## src/rtl/vga_timing_gen_pkg.sv

```systemverilog
// vga_timing_gen_pkg
//   Shared constants for the raster timing generator: the default
//   640x480@60 mode, a tiny simulation mode, and the axis-total helper.
//   No ports.
package vga_timing_gen_pkg;

    // 640x480@60, 25.175 MHz pixel clock
    localparam int DEF_H_VIS     = 640;
    localparam int DEF_H_FP      = 16;
    localparam int DEF_H_SYNC    = 96;
    localparam int DEF_H_BP      = 48;
    localparam int DEF_V_VIS     = 480;
    localparam int DEF_V_FP      = 10;
    localparam int DEF_V_SYNC    = 2;
    localparam int DEF_V_BP      = 33;
    localparam bit DEF_HSYNC_POL = 1'b0;
    localparam bit DEF_VSYNC_POL = 1'b0;
    localparam int DEF_ACT_LEAD  = 1;
    localparam int DEF_HW        = 10;
    localparam int DEF_VW        = 10;

    // Tiny mode for fast simulation of whole frames
    localparam int SIM_H_VIS  = 8;
    localparam int SIM_H_FP   = 2;
    localparam int SIM_H_SYNC = 2;
    localparam int SIM_H_BP   = 2;
    localparam int SIM_V_VIS  = 4;
    localparam int SIM_V_FP   = 1;
    localparam int SIM_V_SYNC = 1;
    localparam int SIM_V_BP   = 1;

    function automatic int axis_total(input int vis, input int fp, input int sync, input int bp);
        return vis + fp + sync + bp;
    endfunction

endpackage

```

## src/rtl/vga_timing_gen_if.sv

```systemverilog
// vga_timing_gen_if
//   Raster timing bus between the generator and its consumers.
//   master (generator): input ce; outputs hCount, vCount, hSync, vSync,
//                       hVis, vVis, nVis, vActive, lineEnd, frameStart.
//   slave  (consumer) : mirror of master.
interface vga_timing_gen_if #(
    parameter int HW = 10,
    parameter int VW = 10
);
    logic          ce;
    logic [HW-1:0] hCount;
    logic [VW-1:0] vCount;
    logic          hSync;
    logic          vSync;
    logic          hVis;
    logic          vVis;
    logic          nVis;
    logic          vActive;
    logic          lineEnd;
    logic          frameStart;

    modport master (
        input  ce,
        output hCount, vCount, hSync, vSync, hVis, vVis, nVis, vActive, lineEnd, frameStart
    );

    modport slave (
        output ce,
        input  hCount, vCount, hSync, vSync, hVis, vVis, nVis, vActive, lineEnd, frameStart
    );
endinterface

```

## src/rtl/vga_timing_gen_axis_counter.sv

```systemverilog
// vga_axis_counter
//   One raster axis: position counter 0..TOTAL-1 plus registered decodes of
//   the position held in the same cycle.
//   Ports: clk, nrst (sync, active-low), step (advance enable), sync_pol
//          (asserted sync level) -> count, wrap (count==TOTAL-1), vis,
//          sync, active (vis window advanced by LEAD positions).
module vga_axis_counter import vga_timing_gen_pkg::*; #(
    parameter int VIS  = 640,
    parameter int FP   = 16,
    parameter int SYNC = 96,
    parameter int BP   = 48,
    parameter int LEAD = 0,
    parameter int W    = 10
) (
    input  logic         clk,
    input  logic         nrst,
    input  logic         step,
    input  logic         sync_pol,
    output logic [W-1:0] count,
    output logic         wrap,
    output logic         vis,
    output logic         sync,
    output logic         active
);
    localparam int TOTAL = axis_total(VIS, FP, SYNC, BP);

    if (VIS < 1 || FP < 1 || SYNC < 1 || BP < 1 || LEAD < 0 ||
        LEAD > FP + SYNC + BP || TOTAL > (1 << W)) begin : g_bad_params
        $error("vga_axis_counter: illegal timing parameters");
    end

    localparam logic [W-1:0] LAST    = W'(TOTAL - 1);
    localparam logic [W-1:0] VIS_END = W'(VIS);
    localparam logic [W-1:0] SYNC_LO = W'(VIS + FP);
    localparam logic [W-1:0] SYNC_HI = W'(VIS + FP + SYNC);
    // Active window is the tail of the previous period plus the head of
    // the visible region; either piece may be empty.
    localparam bit           HAS_TAIL = (LEAD > 0);
    localparam bit           HAS_HEAD = (VIS > LEAD);
    localparam logic [W-1:0] ACT_LO   = W'(TOTAL - LEAD);
    localparam logic [W-1:0] ACT_HI   = W'(VIS - LEAD);

    logic [W-1:0] count_q, count_d;
    logic         wrap_q, vis_q, sync_q, active_q;

    // Reset is folded into the next position so every decode below is
    // simply the decode of count_d; this keeps outputs zero-skew.
    always_comb begin
        count_d = count_q;
        if (!nrst)
            count_d = LAST;
        else if (step)
            count_d = wrap_q ? '0 : count_q + 1'b1;
    end

    always_ff @(posedge clk) begin
        count_q  <= count_d;
        wrap_q   <= (count_d == LAST);
        vis_q    <= (count_d < VIS_END);
        sync_q   <= ((count_d >= SYNC_LO) && (count_d < SYNC_HI)) ? sync_pol : ~sync_pol;
        active_q <= (HAS_TAIL && (count_d >= ACT_LO)) || (HAS_HEAD && (count_d < ACT_HI));
    end

    assign count  = count_q;
    assign wrap   = wrap_q;
    assign vis    = vis_q;
    assign sync   = sync_q;
    assign active = active_q;

endmodule

```

## src/rtl/vga_timing_gen.sv

```systemverilog
// vga_timing_gen
//   Parametrised raster timing generator: horizontal/vertical counters with
//   sync, visibility, readout-activity and line/frame markers.
//   Ports: clk (pixel clock), nrst (sync, active-low),
//          bus (master): ce in; hCount, vCount, hSync, vSync, hVis, vVis,
//          nVis, vActive, lineEnd, frameStart out.
module vga_timing_gen import vga_timing_gen_pkg::*; #(
    parameter int H_VIS     = DEF_H_VIS,
    parameter int H_FP      = DEF_H_FP,
    parameter int H_SYNC    = DEF_H_SYNC,
    parameter int H_BP      = DEF_H_BP,
    parameter int V_VIS     = DEF_V_VIS,
    parameter int V_FP      = DEF_V_FP,
    parameter int V_SYNC    = DEF_V_SYNC,
    parameter int V_BP      = DEF_V_BP,
    parameter bit HSYNC_POL = DEF_HSYNC_POL,
    parameter bit VSYNC_POL = DEF_VSYNC_POL,
    parameter int ACT_LEAD  = DEF_ACT_LEAD,
    parameter int HW        = DEF_HW,
    parameter int VW        = DEF_VW
) (
    input logic              clk,
    input logic              nrst,
    vga_timing_gen_if.master bus
);
    localparam int H_TOTAL = axis_total(H_VIS, H_FP, H_SYNC, H_BP);

    logic hWrap, vWrap;
    logic hAct_unused;
    logic lineEnd_q, lineEnd_d;
    logic frameStart_q, frameStart_d;

    vga_axis_counter #(
        .VIS(H_VIS), .FP(H_FP), .SYNC(H_SYNC), .BP(H_BP), .LEAD(0), .W(HW)
    ) u_h (
        .clk      (clk),
        .nrst     (nrst),
        .step     (bus.ce),
        .sync_pol (HSYNC_POL),
        .count    (bus.hCount),
        .wrap     (hWrap),
        .vis      (bus.hVis),
        .sync     (bus.hSync),
        .active   (hAct_unused)
    );

    // Vertical axis advances only on the horizontal wrap edge, so vSync,
    // vVis and vActive move together with vCount.
    vga_axis_counter #(
        .VIS(V_VIS), .FP(V_FP), .SYNC(V_SYNC), .BP(V_BP), .LEAD(ACT_LEAD), .W(VW)
    ) u_v (
        .clk      (clk),
        .nrst     (nrst),
        .step     (bus.ce & hWrap),
        .sync_pol (VSYNC_POL),
        .count    (bus.vCount),
        .wrap     (vWrap),
        .vis      (bus.vVis),
        .sync     (bus.vSync),
        .active   (bus.vActive)
    );

    // Markers are decoded one step ahead so they line up with the counters:
    // lineEnd for the next position is "current is H_TOTAL-2", frameStart
    // for the next position is "both axes wrap now".
    always_comb begin
        lineEnd_d    = lineEnd_q;
        frameStart_d = frameStart_q;
        if (!nrst) begin
            lineEnd_d    = 1'b1;
            frameStart_d = 1'b0;
        end else if (bus.ce) begin
            lineEnd_d    = (bus.hCount == HW'(H_TOTAL - 2));
            frameStart_d = hWrap & vWrap;
        end
    end

    always_ff @(posedge clk) begin
        lineEnd_q    <= lineEnd_d;
        frameStart_q <= frameStart_d;
    end

    assign bus.lineEnd    = lineEnd_q;
    assign bus.frameStart = frameStart_q;
    assign bus.nVis       = ~(bus.hVis & bus.vVis);

endmodule

```

## src/flat_wrapper.sv

```systemverilog
// flat-port wrapper written by rule: the top's interface ports become plain ports
module vga_timing_gen_flat import vga_timing_gen_pkg::*;
#(
    parameter int H_VIS     = DEF_H_VIS,
    parameter int H_FP      = DEF_H_FP,
    parameter int H_SYNC    = DEF_H_SYNC,
    parameter int H_BP      = DEF_H_BP,
    parameter int V_VIS     = DEF_V_VIS,
    parameter int V_FP      = DEF_V_FP,
    parameter int V_SYNC    = DEF_V_SYNC,
    parameter int V_BP      = DEF_V_BP,
    parameter bit HSYNC_POL = DEF_HSYNC_POL,
    parameter bit VSYNC_POL = DEF_VSYNC_POL,
    parameter int ACT_LEAD  = DEF_ACT_LEAD,
    parameter int HW        = DEF_HW,
    parameter int VW        = DEF_VW
)
  (clk, nrst, bus_ce, bus_hCount, bus_vCount, bus_hSync, bus_vSync, bus_hVis, bus_vVis, bus_nVis, bus_vActive, bus_lineEnd, bus_frameStart);
  vga_timing_gen_if #(.HW(HW), .VW(VW)) bus_i ();
  input logic clk;
  input logic nrst;
  input wire logic [$bits(bus_i.ce)-1:0] bus_ce;
  output wire logic [$bits(bus_i.hCount)-1:0] bus_hCount;
  output wire logic [$bits(bus_i.vCount)-1:0] bus_vCount;
  output wire logic [$bits(bus_i.hSync)-1:0] bus_hSync;
  output wire logic [$bits(bus_i.vSync)-1:0] bus_vSync;
  output wire logic [$bits(bus_i.hVis)-1:0] bus_hVis;
  output wire logic [$bits(bus_i.vVis)-1:0] bus_vVis;
  output wire logic [$bits(bus_i.nVis)-1:0] bus_nVis;
  output wire logic [$bits(bus_i.vActive)-1:0] bus_vActive;
  output wire logic [$bits(bus_i.lineEnd)-1:0] bus_lineEnd;
  output wire logic [$bits(bus_i.frameStart)-1:0] bus_frameStart;
  assign bus_i.ce = bus_ce;
  assign bus_hCount = bus_i.hCount;
  assign bus_vCount = bus_i.vCount;
  assign bus_hSync = bus_i.hSync;
  assign bus_vSync = bus_i.vSync;
  assign bus_hVis = bus_i.hVis;
  assign bus_vVis = bus_i.vVis;
  assign bus_nVis = bus_i.nVis;
  assign bus_vActive = bus_i.vActive;
  assign bus_lineEnd = bus_i.lineEnd;
  assign bus_frameStart = bus_i.frameStart;
  vga_timing_gen #(.H_VIS(H_VIS), .H_FP(H_FP), .H_SYNC(H_SYNC), .H_BP(H_BP), .V_VIS(V_VIS), .V_FP(V_FP), .V_SYNC(V_SYNC), .V_BP(V_BP), .HSYNC_POL(HSYNC_POL), .VSYNC_POL(VSYNC_POL), .ACT_LEAD(ACT_LEAD), .HW(HW), .VW(VW)) u_core (.clk(clk), .nrst(nrst), .bus(bus_i));
endmodule
```

## config.mk

```make
export PLATFORM = sky130hd
export DESIGN_NAME = vga_timing_gen_flat
export DESIGN_NICKNAME = d
export VERILOG_FILES = /design/src/rtl/vga_timing_gen_pkg.sv /design/src/rtl/vga_timing_gen_if.sv /design/src/rtl/vga_timing_gen_axis_counter.sv /design/src/rtl/vga_timing_gen.sv /design/src/flat_wrapper.sv
export SDC_FILE = /design/constraint.sdc
export NUM_CORES = 1
export LEC_CHECK = 0
export CAP_MARGIN = 20
export CORE_MARGIN = 2
export CORE_UTILIZATION = 55
export DETAILED_ROUTE_END_ITERATION = 10
export GPL_ROUTABILITY_DRIVEN = 0
export GPL_TIMING_DRIVEN = 0
export PLACE_DENSITY = 0.83
export SYNTH_ARGS = -nofsm -noshare
export SYNTH_HDL_FRONTEND = slang
export SYNTH_HIERARCHICAL = 1
export SYNTH_SLANG_ARGS = --single-unit
```

## constraint.sdc

```tcl
create_clock -name clk -period 4.7 [get_ports clk]
set_input_delay 1.41 -clock clk [delete_from_list [all_inputs] [get_ports clk]]
set_output_delay 1.41 -clock clk [all_outputs]
set_load 0.05 [all_outputs]
```

==> metrics <==
Vias per Instance 5.84; maximum vdd drop 0.254 mV; Max-Cap Viols 0; first-pass GRT wire length 6890 um; compound-cell area share of the yosys netlist 23.4%; Nets 234; Setup violations, final 0; Seq cells post-synth 29; CTS tree done; Critical Path RT 4890 ps; antenna violations before repair 0; Setup CP Type primary input to register; number of antenna diodes 0; power consumption 793 uW; crit-path cells clkdlybuf4s50_1 -> buf_2 -> a21boi_0 -> o211a_1 -> o21ai_0 -> a2111oi_0 -> nor4b_1; largest net degree at the start of global routing 13; TritonRoute pass-1 iters 4; post-route minimum period 3700 ps; Arr. time, crit path 3890 ps; Post-synth EDFFs 0; Wirelength per Cell 14.9 um; final setup skew 6.36 ps; worst-path fanout max 12; Port Buffers 30; grt ovf 0; CTS Root Cell clkbuf_4; P per Cell Area 368 nW/um^2; CTS Buf Count 5; fin. max-slew vios 0; nature of the critical path endpoint register; synthesized area 1720 sq um; post-synth top area cell dfxtp_1; DRC viols 0; Clock Tree Buf Depth 2; critical path's slowest cell clkdlybuf4s50_1; Core ar. 3030 sq um; Layout area overhead 24.9%; DP HPWL 3030 um; RSZ-0062 raised after global routing no; cell count after synthesis 187; Cell variety after synth 62; ys async rst share 0%; Min-Delay Path Class register to register; largest family of logic cells by synthesized area simple AND/OR/NAND/NOR gates; Pleak 0.000791 uW; htree depth 2; Setup TNS 0 ps; Critical Path Max Stage Delay 740 ps; CTS sink count 29; Synth area leaders dfxtp_1 (34%), nand2_1 (3.3%), xnor2_1 (3.0%), o21ai_0 (2.9%), nand3_1 (2.6%); hold buffers post-CTS 0; worst slew pin tran 557 ps; yosys warns 6; Top FF cell, synth dfxtp_1; # IOs 31; Max Freq 0.270 GHz; Routed Wire Length 4080 um; Worst slew margin 61.9%; ratio of cells with drive above 1 in the final layout 16.2%; FF-to-FF setup slack 2480 ps; Die W 60.0 um; register area share after synthesis 33.7%; Global Route Usage Sum 25.8%; Starting Density 56.9%; share of the synthesized area in the top cell type 33.7%; post-synthesis simple-gate area fraction 30.0%; crit share post-route 78.7%; vias 1595; mux share of post-synthesis cell area 3.19%; CP Launch Type primary input; Worst-Skew Late Latency 330 ps; Fill cells 249; post_cts resized 0; Die Y 60.0 um; endpoints failing hold 0; vias in the first global route 1518; Synth Area in XOR/XNOR 3.56%; Die Area 3600 sq um; Clock Pin Slew Worst Setup and Hold Paths 90 ps; postcts setup bufs 0; Synth Area in Adders 1.45%; Post-DRT Antenna Nets 0; status finished clean; Row Count 20; syn avg cell area 9.22 sq um; initial DRC count 87
-- critical path: cells and delay by family --
family / cells / cell delay [ps]
buf+inv: 2 / 1050
compound gates: 4 / 1310
simple gates: 1 / 110
-- final timing paths --
path	depth (start not counted)	from	to
setup / recovery	7	nrst	u_core/u_h/sync
hold reg to reg	2	u_core/bus.frameStart	u_core/bus.frameStart
setup reg to reg	7	u_core/u_h/wrap	u_core/u_v/sync
hold / removal	2	u_core/bus.frameStart	u_core/bus.frameStart
-- cell families (layout without fill, tap and decap cells) --
logic type / count (synthesis) / in the layout
compound gates: 52 / 52
xor+xnor: 7 / 7
fa+ha+maj: 2 / 2
buf+inv: 12 / 49
flops: 29 / 29
mux: 5 / 5
other cells: 1 / 6
simple gates: 79 / 79
-- routing by layer --
| layer | up-vias | global-route usage [%] | part of all wire, % |
|---|---|---|---|
| li1 | 788 | - | - |
| met1 | 753 | 28.0 | 42 |
| met2 | 47 | 47.5 | 51 |
| met3 | 7 | 6.71 | 4.4 |
| met4 | 0 | 9.52 | 1.8 |
| met5 | - | 0 | 0 |
-- power by group --
part	switching (uW)	internal [uW]	total, uW
Sequential	48.9	278	327
Clock	84.6	70.5	155
Combinational	189	122	311
Total	323	470	793
-- placed cells by master, fill, tap and decap left out, types with 3 or more instances in the layout --
cell and instances:
or3b_1 3, o211ai_1 3, clkdlybuf4s50_1 30, o21a_1 4, nand2_1 15, nor2_1 5, o21ai_0 10, xnor2_1 6
o221ai_1 3, buf_6 3, nand3_1 9, inv_1 6, nor3_1 4, a21oi_1 7, nor4_1 5, nand2b_1 6
dfxtp_1 29, mux2i_1 3, a21boi_0 3, or3_1 5, clkbuf_4 5, conb_1 6
-- state kept, by name, indices dropped and copies added (netlist names) --
register and flops:
u_core/bus.frameStart 1, u_core/u_h/vis 1, u_core/u_h/count 10, u_core/u_v/count 10, u_core/u_v/active 1, u_core/u_v/wrap 1, u_core/bus.lineEnd 1, u_core/u_h/sync 1
u_core/u_v/vis 1, u_core/u_h/wrap 1, u_core/u_v/sync 1
-- metrics by stage --
| step | worst slack, ps | std cells | hold WS (ps) | area (sq um) | utilization (%) |
|---|---|---|---|---|---|
| floorplan | 1860 | 192 | 500 | 1740 | - |
| global placement | 927 | 266 | 468 | 2100 | 69.3 |
| detailed placement | 715 | 266 | 481 | 2100 | 69.3 |
| CTS | 1050 | 273 | 498 | 2150 | 71.1 |
| global route | 811 | 273 | 534 | 2150 | 71.1 |
| finish | 999 | 273 | 488 | 2150 | 71.1 |
-- area by class of cell --
type	instances	area, sq um	area share [%]
Buffer	6	53.8	2.50
Clock buffer	7	55.1	2.56
Inverter	6	22.5	1.05
Multi-Input combinational cell	151	1090	50.4
Sequential cell	29	581	27.0
Tap cell	44	55.1	2.56
Timing Repair Buffer	30	300	13.9
-- cell usage after synthesis (2+ instances only) --
library cell,instances
a21bo_2,2
a21oi_1,7
buf_6,3
nand4b_1,2
o21ai_0,10
a21boi_0,3
o21a_1,4
or2_1,2
ha_1,2
o21bai_1,2
nand2b_1,6
o211a_1,2
or3_1,5
nand3_1,9
or2_2,2
xnor2_1,6
a21oi_2,2
nor4_1,5
dfxtp_1,29
or3b_1,3
buf_4,2
nand4_4,2
nor3_1,4
mux2i_1,3
nor2_1,5
inv_1,6
o221ai_1,3
nor2b_1,2
o311ai_2,2
nand2_1,15
and2_1,2
o211ai_1,3
nand4_1,2
nor4b_1,2
No activity file was read; power rests on OpenSTA's default activity.
